==> src/rtl/irq_arbiter_if.sv <==
// ----------------------------------------------------------------------------
// irq_arbiter_if
//   Bundles the sequencer-facing signals of the interrupt arbiter.
//
//   Configuration macro: IRQ_ARBITER_SPURIOUS_EN adds the sticky spurious_irq
//   status bit to the bundle.
//
//   Signals:
//     z_bus               8  data source for mask / vector-base writes
//     ctrl_irq_masks_wrt  1  load irq_masks from z_bus
//     ctrl_int_vector_wrt 1  load vector_base from z_bus[7:4]
//     ctrl_int_ack        1  one-cycle acknowledge from trap microcode
//     ctrl_clear_all_ints 1  clear all pending bits and abort service
//     status_irq_en       1  CPU status interrupt enable
//     int_pending         1  qualified request to the sequencer
//     int_vector          8  vector of the last acknowledged interrupt
//     irq_masks           8  current mask register (1 = enabled)
//     irq_pending         8  raw pending register
//     in_service          1  high while an interrupt is being serviced
//     spurious_irq        1  sticky spurious-ack flag (macro builds only)
//
//   Modports: master = sequencer side, slave = arbiter side.
// ----------------------------------------------------------------------------
interface irq_arbiter_if;
    logic [7:0] z_bus;
    logic       ctrl_irq_masks_wrt;
    logic       ctrl_int_vector_wrt;
    logic       ctrl_int_ack;
    logic       ctrl_clear_all_ints;
    logic       status_irq_en;
    logic       int_pending;
    logic [7:0] int_vector;
    logic [7:0] irq_masks;
    logic [7:0] irq_pending;
    logic       in_service;
`ifdef IRQ_ARBITER_SPURIOUS_EN
    logic       spurious_irq;

    modport master (
        output z_bus, ctrl_irq_masks_wrt, ctrl_int_vector_wrt, ctrl_int_ack,
               ctrl_clear_all_ints, status_irq_en,
        input  int_pending, int_vector, irq_masks, irq_pending, in_service,
               spurious_irq
    );

    modport slave (
        input  z_bus, ctrl_irq_masks_wrt, ctrl_int_vector_wrt, ctrl_int_ack,
               ctrl_clear_all_ints, status_irq_en,
        output int_pending, int_vector, irq_masks, irq_pending, in_service,
               spurious_irq
    );
`else
    modport master (
        output z_bus, ctrl_irq_masks_wrt, ctrl_int_vector_wrt, ctrl_int_ack,
               ctrl_clear_all_ints, status_irq_en,
        input  int_pending, int_vector, irq_masks, irq_pending, in_service
    );

    modport slave (
        input  z_bus, ctrl_irq_masks_wrt, ctrl_int_vector_wrt, ctrl_int_ack,
               ctrl_clear_all_ints, status_irq_en,
        output int_pending, int_vector, irq_masks, irq_pending, in_service
    );
`endif
endinterface

==> src/rtl/irq_arbiter.sv <==
// ----------------------------------------------------------------------------
// irq_arbiter
//   Synchronises 8 asynchronous rising-edge interrupt lines, latches edges
//   into a pending register, masks them, picks a fixed-priority winner and
//   hands it to the microcode sequencer through an int_pending / int_ack
//   handshake. The acknowledged interrupt is reported on int_vector as
//   {vector_base, winner[2:0], 1'b0}.
//
//   Configuration macro: IRQ_ARBITER_SPURIOUS_EN. When defined, an ack that
//   arrives outside the PENDING state loads int_vector with 8'hFF and sets
//   the sticky spurious_irq flag (cleared by ctrl_clear_all_ints). When
//   undefined such acks are silently ignored.
//
//   Parameters:
//     SYNC_STAGES   synchroniser flops per irq line (2..4)
//     MASK_RESET    irq_masks value after reset
//     LSB_HIGH_PRIO 1: irq_in[0] wins, 0: irq_in[7] wins
//
//   Ports:
//     clk     system clock, all state on posedge
//     arst    asynchronous active-high reset
//     irq_in  asynchronous interrupt request lines
//     bus     sequencer-side signals (irq_arbiter_if.slave)
// ----------------------------------------------------------------------------
module irq_arbiter #(
    parameter int       SYNC_STAGES   = 2,
    parameter logic [7:0] MASK_RESET  = 8'h00,
    parameter bit       LSB_HIGH_PRIO = 1'b1
) (
    input  logic          clk,
    input  logic          arst,
    input  logic [7:0]    irq_in,
    irq_arbiter_if.slave  bus
);

    typedef enum logic [1:0] {
        ST_IDLE    = 2'd0,
        ST_PENDING = 2'd1,
        ST_SERVICE = 2'd2
    } state_e;

    state_e     state_q, state_d;
    logic [7:0] sync_q [SYNC_STAGES];
    logic [7:0] sync_d [SYNC_STAGES];
    logic [7:0] edge_q, edge_d;
    logic [7:0] pending_q, pending_d;
    logic [7:0] mask_q, mask_d;
    logic [3:0] base_q, base_d;
    logic [7:0] vector_q, vector_d;
`ifdef IRQ_ARBITER_SPURIOUS_EN
    logic       spurious_q, spurious_d;
`endif

    logic [7:0] rise;
    logic [7:0] qualified;
    logic [2:0] winner;
    logic       ack_valid;
    logic [7:0] ack_clear;
    logic       int_pending_w;
    logic       in_service_w;

    // Scan from lowest to highest priority so the last hit is the winner.
    function automatic logic [2:0] pick_winner(input logic [7:0] req);
        logic [2:0] idx;
        int         j;
        idx = 3'd0;
        for (int i = 0; i < 8; i++) begin
            j = LSB_HIGH_PRIO ? (7 - i) : i;
            if (req[j]) idx = j[2:0];
        end
        return idx;
    endfunction

    // Synchroniser chain; the edge flop holds the previous synchronised value.
    always_comb begin
        sync_d[0] = irq_in;
        for (int i = 1; i < SYNC_STAGES; i++) sync_d[i] = sync_q[i-1];
        edge_d = sync_q[SYNC_STAGES-1];
        rise   = sync_q[SYNC_STAGES-1] & ~edge_q;
    end

    // Pending/mask/vector datapath. Acks only count in PENDING with a live
    // winner; clear_all dominates everything, and a fresh edge on the ack'd
    // bit re-sets it because rise is OR-ed in after the ack clear.
    always_comb begin
        qualified = pending_q & mask_q;
        winner    = pick_winner(qualified);
        ack_valid = bus.ctrl_int_ack && (state_q == ST_PENDING) && (|qualified);
        ack_clear = ack_valid ? (8'd1 << winner) : 8'h00;

        pending_d = bus.ctrl_clear_all_ints ? 8'h00 : ((pending_q & ~ack_clear) | rise);
        mask_d    = bus.ctrl_irq_masks_wrt  ? bus.z_bus      : mask_q;
        base_d    = bus.ctrl_int_vector_wrt ? bus.z_bus[7:4] : base_q;

        vector_d = vector_q;
        if (!bus.ctrl_clear_all_ints && ack_valid) vector_d = {base_q, winner, 1'b0};
`ifdef IRQ_ARBITER_SPURIOUS_EN
        spurious_d = spurious_q;
        if (bus.ctrl_clear_all_ints) begin
            spurious_d = 1'b0;
        end else if (bus.ctrl_int_ack && (state_q != ST_PENDING)) begin
            spurious_d = 1'b1;
            vector_d   = 8'hFF;
        end
`endif
    end

    // State register plus all datapath flops.
    always_ff @(posedge clk or posedge arst) begin
        if (arst) begin
            state_q   <= ST_IDLE;
            for (int i = 0; i < SYNC_STAGES; i++) sync_q[i] <= 8'h00;
            edge_q    <= 8'h00;
            pending_q <= 8'h00;
            mask_q    <= MASK_RESET;
            base_q    <= 4'h0;
            vector_q  <= 8'h00;
`ifdef IRQ_ARBITER_SPURIOUS_EN
            spurious_q <= 1'b0;
`endif
        end else begin
            state_q   <= state_d;
            for (int i = 0; i < SYNC_STAGES; i++) sync_q[i] <= sync_d[i];
            edge_q    <= edge_d;
            pending_q <= pending_d;
            mask_q    <= mask_d;
            base_q    <= base_d;
            vector_q  <= vector_d;
`ifdef IRQ_ARBITER_SPURIOUS_EN
            spurious_q <= spurious_d;
`endif
        end
    end

    // Next-state logic. An ack wins over a simultaneous withdrawal.
    always_comb begin
        state_d = state_q;
        if (bus.ctrl_clear_all_ints) begin
            state_d = ST_IDLE;
        end else begin
            unique case (state_q)
                ST_IDLE:    if ((|qualified) && bus.status_irq_en) state_d = ST_PENDING;
                ST_PENDING: begin
                    if (ack_valid)                                   state_d = ST_SERVICE;
                    else if (!(|qualified) || !bus.status_irq_en)    state_d = ST_IDLE;
                end
                ST_SERVICE: if (!bus.status_irq_en)                  state_d = ST_IDLE;
                default:                                             state_d = ST_IDLE;
            endcase
        end
    end

    // State-decoded outputs; they come straight from the state flop.
    always_comb begin
        int_pending_w = (state_q == ST_PENDING);
        in_service_w  = (state_q == ST_SERVICE);
    end

    assign bus.int_pending = int_pending_w;
    assign bus.in_service  = in_service_w;
    assign bus.int_vector  = vector_q;
    assign bus.irq_masks   = mask_q;
    assign bus.irq_pending = pending_q;
`ifdef IRQ_ARBITER_SPURIOUS_EN
    assign bus.spurious_irq = spurious_q;
`endif

endmodule

==> src/flat_wrapper.sv <==
// flat-port wrapper written by rule: the top's interface ports become plain ports
module irq_arbiter_flat 
#(
    parameter int       SYNC_STAGES   = 2,
    parameter logic [7:0] MASK_RESET  = 8'h00,
    parameter bit       LSB_HIGH_PRIO = 1'b1
)
  (clk, arst, irq_in, bus_z_bus, bus_ctrl_irq_masks_wrt, bus_ctrl_int_vector_wrt, bus_ctrl_int_ack, bus_ctrl_clear_all_ints, bus_status_irq_en, bus_int_pending, bus_int_vector, bus_irq_masks, bus_irq_pending, bus_in_service);
  irq_arbiter_if bus_i ();
  input  logic clk;
  input  logic arst;
  input  logic [7:0] irq_in;
  input wire logic [$bits(bus_i.z_bus)-1:0] bus_z_bus;
  input wire logic [$bits(bus_i.ctrl_irq_masks_wrt)-1:0] bus_ctrl_irq_masks_wrt;
  input wire logic [$bits(bus_i.ctrl_int_vector_wrt)-1:0] bus_ctrl_int_vector_wrt;
  input wire logic [$bits(bus_i.ctrl_int_ack)-1:0] bus_ctrl_int_ack;
  input wire logic [$bits(bus_i.ctrl_clear_all_ints)-1:0] bus_ctrl_clear_all_ints;
  input wire logic [$bits(bus_i.status_irq_en)-1:0] bus_status_irq_en;
  output wire logic [$bits(bus_i.int_pending)-1:0] bus_int_pending;
  output wire logic [$bits(bus_i.int_vector)-1:0] bus_int_vector;
  output wire logic [$bits(bus_i.irq_masks)-1:0] bus_irq_masks;
  output wire logic [$bits(bus_i.irq_pending)-1:0] bus_irq_pending;
  output wire logic [$bits(bus_i.in_service)-1:0] bus_in_service;
  assign bus_i.z_bus = bus_z_bus;
  assign bus_i.ctrl_irq_masks_wrt = bus_ctrl_irq_masks_wrt;
  assign bus_i.ctrl_int_vector_wrt = bus_ctrl_int_vector_wrt;
  assign bus_i.ctrl_int_ack = bus_ctrl_int_ack;
  assign bus_i.ctrl_clear_all_ints = bus_ctrl_clear_all_ints;
  assign bus_i.status_irq_en = bus_status_irq_en;
  assign bus_int_pending = bus_i.int_pending;
  assign bus_int_vector = bus_i.int_vector;
  assign bus_irq_masks = bus_i.irq_masks;
  assign bus_irq_pending = bus_i.irq_pending;
  assign bus_in_service = bus_i.in_service;
  irq_arbiter #(.SYNC_STAGES(SYNC_STAGES), .MASK_RESET(MASK_RESET), .LSB_HIGH_PRIO(LSB_HIGH_PRIO)) u_core (.clk(clk), .arst(arst), .irq_in(irq_in), .bus(bus_i));
endmodule
==> config.mk <==
export PLATFORM = sky130hd
export DESIGN_NAME = irq_arbiter_flat
export DESIGN_NICKNAME = d
export VERILOG_FILES = /design/src/rtl/irq_arbiter_if.sv /design/src/rtl/irq_arbiter.sv /design/src/flat_wrapper.sv
export SDC_FILE = /design/constraint.sdc
export NUM_CORES = 1
export LEC_CHECK = 0
export ABC_AREA = 0
export BUFFER_PORTS_ARGS = -buffer_cell sky130_fd_sc_hd__buf_4
export CORE_MARGIN = 2
export CORE_UTILIZATION = 52
export CTS_CLUSTER_DIAMETER = 60
export DETAILED_ROUTE_END_ITERATION = 8
export GPL_ROUTABILITY_DRIVEN = 0
export PLACE_DENSITY = 0.78
export SKIP_CTS_REPAIR_TIMING = 1
export SYNTH_ARGS = -nofsm -noshare
export SYNTH_HDL_FRONTEND = slang
export SYNTH_SLANG_ARGS = --single-unit
==> constraint.sdc <==
create_clock -name clk -period 2 [get_ports clk]
set_input_delay 0.5 -clock clk [delete_from_list [all_inputs] [get_ports clk]]
set_output_delay 0.5 -clock clk [all_outputs]
set_load 0.1 [all_outputs]
Word-level counts from Yosys, hierarchy flattened
Cells that the tools add are included.
{"block": "op_classes", "eq_ne": 5, "n_lt_le_gt_ge": 0, "bitwise": 6, "n_mul": 0, "div": 0, "muxes": 16, "n_shift": 1, "n_addsub": 0, "n_reduce_logical": 11}
{"op": "bitwise AND 8 bit", "n": 3}
{"op": "2-to-1 mux 3 bit", "n": 8}
{"op": "2-to-1 mux 8 bit", "n": 2}
{"op": "inverter 8 bit", "n": 2}
{"op": "2-to-1 mux 2 bit", "n": 5}
{"op": "bitwise OR 8 bit", "n": 1}
{"op": "OR reduction 8 bit", "n": 1}
{"op": "<< shifter 1 x 3 -> 8 bit (first input constant)", "n": 1}
{"op": "case mux 2 bit (3 select lines)", "n": 1}
{"op": "logical AND 1 bit", "n": 4}
{"op": "inequality test 4 x 2 -> 1 bit (second input constant)", "n": 1}
{"op": "logical NOT 1 bit", "n": 3}
{"op": "inequality test 3 x 2 -> 1 bit (second input constant)", "n": 1}
{"op": "inequality test 3 bit (second input constant)", "n": 1}
{"op": "AND reduction 3 bit", "n": 1}
{"op": "equality test 2 x 1 -> 1 bit (second input constant)", "n": 1}
{"op": "equality test 2 bit (second input constant)", "n": 1}
{"op": "logical NOT 2 bit", "n": 1}
{"op": "logical OR 1 bit", "n": 1}
{"block": "word_totals", "latchBits": 0, "romBits": 0, "word_cells": 47, "ram_bits": 0, "mem_count": 0, "reg_bits": 53}

Longest topological paths before layout
{"block": "logic_depth", "ltp_word": 15, "depth_mapped": 5, "ltp_nobuf": 4}

Least setup slack after synthesis
No wires, ideal clock.
{"block": "synth_timing", "path_kind": "register to register", "start": "register u_core.mask_q[4] (netlist: u_core.bus.irq_masks[4])", "end": "register u_core.vector_q[1] (netlist: u_core.bus.int_vector[1])", "required_time_ns": 1.874, "n_path_buf": 0, "period_less_slack_ns": 2.228, "path_stages_with_launch": 5, "setup_time_ns": 0.126, "t_arrival_ns": 2.101, "path_slack_ns": -0.228, "cell_sequence": "dfrtp_1 -> a22o_1 -> nor4_4 -> nor3b_4 -> mux2_4"}
{"block": "synth_via", "elab_chain_len": 6, "word_cells_on_any_way": 9}
{"element": "from (decl)", "line_no": "irq_arbiter.sv:47", "text": "logic [7:0] mask_q, mask_d;"}
{"element": "from (signal assigned)", "line_no": "irq_arbiter.sv:126", "text": "mask_q <= mask_d;"}
{"element": "bitwise AND 8 bit *", "line_no": "irq_arbiter.sv:86", "text": "qualified = pending_q & mask_q;"}
{"element": "2-to-1 mux 3 bit (5 in series)", "line_no": "irq_arbiter.sv:69", "text": "if (req[j]) idx = j[2:0];"}
{"element": "to (signal assigned)", "line_no": "irq_arbiter.sv:128", "text": "vector_q <= vector_d;"}
{"element": "to (decl)", "line_no": "irq_arbiter.sv:49", "text": "logic [7:0] vector_q, vector_d;"}
Mark *: on every way between the ends. The rest lies on a longest branch, timed or not.
A chain may end at the register's enable or synchronous reset.

Final worst setup path
{"block": "layout_timing", "start": "register u_core.state_q[0]", "end": "output port bus_in_service"}
{"block": "layout_via", "elab_chain_len": 1}
{"element": "from (decl)", "line_no": "irq_arbiter.sv:42", "text": "state_e state_q, state_d;"}
{"element": "from (signal assigned)", "line_no": "irq_arbiter.sv:122", "text": "state_q <= state_d;"}
{"element": "equality test 2 bit", "line_no": "irq_arbiter.sv:156", "text": "in_service_w = (state_q == ST_SERVICE);"}
{"element": "to (decl)", "line_no": "flat_wrapper.sv:23", "text": "output wire logic [$bits(bus_i.in_service)-1:0] bus_in_service;"}
No other way between the ends.

==> results.py <==
metrics = {
    "clock_network": {
        "cts_htree_levels": 2,
        "ctsRootBufferMaster": "clkbuf_8",
        "clk_latency_ps": 310,
        "cts-buffers-inserted": 5,
        "tritoncts": "done",
        "cts_max_path_buffers": 2,
        "clkTransAtPathRegs_ps": 80,
        "cts.sinks": 53,
    },
    "power": {
        "intPower_uw": 1710,
        "finalPower_uw": 2910,
        "p_sw_uw": 1200,
        "peakVddDrop_uv": 606,
        "pwr-share-clk_pct": 19.7,
        "p_leak_uw": 0.00114,
        "p_per_area_mw_per_mm2": 1150,
        "seqPwrFrac_pct": 44.0,
        "p_comb_share_pct": 36.3,
        "switching_share_pct": 41.3,
    },
    "final_layout": {
        "syn_to_final_growth_pct": 26.1,
        "fillers": 291,
        "drive_gt1_share_pct": 49.7,
        "n_antenna_cell": 0,
        "multiInputGateArea_um2": 641,
        "fin_nets": 215,
        "seqCellArea_mm2": 0.00135,
    },
    "timing": {
        "finalHoldViolCount": 0,
        "clock.fmax_mhz": 581,
        "period_share_pct": 86.1,
        "setup_viol": 0,
        "setup_tns_ps": 0,
        "rsz0062_at_grt": "false",
        "finalWorstSetupSlack_ps": 279,
        "drv_slew": 0,
        "slew_headroom_pct": 66.3,
        "fin_worst_skew_ps": 7.61,
        "min_period_ps": 1720,
        "worst_pin_slew_ps": 505,
    },
    "worst_setup_path": {
        "r2r_cells": 4,
        "crit_chain": "and2b_2 > buf_4",
        "worstSetupPathType": "register to output port",
        "cp_slowest_cell": "dfrtp_1",
        "crit_fanout": 4,
        "crit_required_ps": 1500,
        "slowest_delay_ps": 400,
        "cp-start-kind": "register",
        "cp.arrival_ps": 1220,
        "end_kind": "output port",
    },
    "die": {
        "rows": 22,
        "io_pins": 49,
        "die_x_um": 66.0,
        "dieArea_mm2": 0.00436,
        "core_area_mm2": 0.00369,
        "initial_core_util_pct": 54.2,
        "die_h_um": 66.0,
    },
    "detailed_routing": {
        "vias": 1296,
        "drt-total-wl_um": 3820,
        "vias_per_cell": 5.38,
        "detail_route.first_pass.iterations": 4,
        "drtAntennaViolNets": 0,
        "drtIter0Drc": 66,
        "drc": 0,
        "wl_per_cell_um": 15.8,
    },
    "yosys": {
        "synthesis.nets": 162,
        "syn_area_mm2": 0.00200,
        "synth_seq_cells": 53,
        "synth.distinct_cells": 31,
        "ys_seq_area_share_pct": 66.3,
        "syn_inst": 139,
        "synth_warnings": 0,
        "avgSynthCellArea_um2": 14.4,
    },
    "global_route": {
        "grt_usage_pct": 20.2,
        "antenna_found_initial": 0,
        "overflow": 0,
        "grt_pass1_vias": 1313,
        "grt_pass1_wl_um": 6350,
        "grt_max_degree": 33,
    },
    "placed_design": {
        "portBuffers": 47,
        "place_hpwl_um": 2870,
        "pre_cts_ws_ps": 275,
    },
    "job": {
        "cap_violations": 0,
    },
    "min_path": {
        "hold_path.class": "primary input to async pin",
    },
    "status": {
        "status": "completed",
    },
}
[state kept, by name, summed over array words and instances, names as in the netlist]
name	count
u_core.edge_q	8
u_core.bus.irq_pending	8
u_core.state_q	2
u_core.bus.irq_masks	8
u_core.base_q	4
u_core.sync_d	8
u_core.edge_d	8
u_core.bus.int_vector	7
[metrics by stage]
stage | instance area, um^2 | hold slack (ps) | util [%] | std cells
6_report | 2520 | 221 | 68.4 | 241
5_1_grt | 2520 | 245 | 68.4 | 241
4_1_cts | 2520 | 235 | 68.4 | 241
3_5_place_dp | 2440 | 335 | 66.1 | 233
3_3_place_gp | 2440 | 332 | 66.1 | 233
2_1_floorplan | 2020 | 331 | - | 139
[cells in the mapped netlist]
cell type,n,share of area [%]
o21ai_0,6,1.5
o211ai_1,1,0.38
mux2_4,6,4.5
mux2i_1,1,0.50
and3b_1,1,0.44
mux2_2,12,6.8
nand4_1,1,0.31
inv_1,3,0.56
buf_6,1,0.56
a2111oi_0,1,0.44
a21oi_1,9,2.3
nand2b_1,1,0.31
nand2_1,5,0.94
conb_1,1,0.19
dfrtp_1,53,66
nand3_1,3,0.75
a31o_1,1,0.44
nor2b_1,8,2.5
nor3_1,2,0.50
a22oi_1,3,1.1
nor3b_4,1,0.94
nor4_4,1,1.1
a22o_2,1,0.50
a32o_1,3,1.5
clkbuf_1,1,0.19
and2b_2,2,0.88
nor2_1,6,1.1
buf_4,1,0.38
a22o_4,1,0.88
a32oi_1,1,0.44
a22o_1,2,0.88
[worst paths after layout]
kind                                                     start                                    to  slack [ps]
max                              u_core.state_q[0]$_DFFE_PP0P_                        bus_in_service         280
min                                                       arst            u_core.sync_d[0]$_DFF_PP0_         220
max reg2reg                u_core.bus.irq_pending[4]$_DFF_PP0_  u_core.bus.int_vector[7]$_DFFE_PP0P_         370
min reg2reg                         u_core.sync_d[6]$_DFF_PP0_            u_core.edge_d[6]$_DFF_PP0_         350
max in group asynchronous                                 arst   u_core.bus.irq_pending[2]$_DFF_PP0_        1230
min in group clk                                     irq_in[2]            u_core.sync_d[2]$_DFF_PP0_         300
[cell families (layout without fill, tap and decap cells)]
family	count (synthesis)	after routing	share of synthesized area, %
muxes	19	19	11.8
DFF	53	53	66.3
AOI/OAI and AO/OA	29	29	10.3
other	1	1	0.187
buffers and inverters	6	60	1.69
and+or+nand+nor	31	31	9.76
[power groups by stage]
stage	logic, uW	registers (uW)	clock network, uW
floorplan	230	1880	0
global placement	1050	1290	0
detailed placement	1060	1300	0
CTS	1060	1280	583
global route	1090	1300	636
finish	1050	1280	573
[final cells by class]
type | instances | area share (%)
inverter | 3 | 0.446
clock buffer | 7 | 3.03
multi-input combinational | 80 | 25.4
tap | 48 | 2.38
clock inverter | 1 | 0.298
sequential | 53 | 53.4
timing repair buffer | 49 | 15.1
[layer usage]
| metal | share of wire, % | up-vias | wire length (um) | GRT usage [%] |
|---|---|---|---|---|
| met3 | 5.5 | 13 | 209 | 4.60 |
| met4 | 3.3 | 0 | 127 | 11.7 |
| li1 | - | 597 | - | - |
| met2 | 51 | 49 | 1930 | 32.8 |
| met5 | 0 | - | 0 | 0 |
| met1 | 41 | 637 | 1550 | 24.7 |
[worst max-delay path: cells and delay by family (launching register included)]
kind / cells / cell delay (ps)
buffers and inverters: 1 / 280
DFF: 1 / 400
and+or+nand+nor: 1 / 230
[cells in the final DEF (no fill, tap or decap), types with 2 or more instances in the layout]
master and n:
buf_4 48, dfrtp_1 37, dfrtp_2 16, mux2_2 12, a21oi_1 9, nor2b_1 8, mux2_4 6, o21ai_0 6
nor2_1 6, nand2_1 5, clkbuf_8 5, a32o_1 3, a22oi_1 3, nand3_1 3, a22o_1 2, inv_1 2
and2b_2 2, nor3_1 2, clkbuf_1 2
Note: power is estimated with default switching activity, not from simulation.
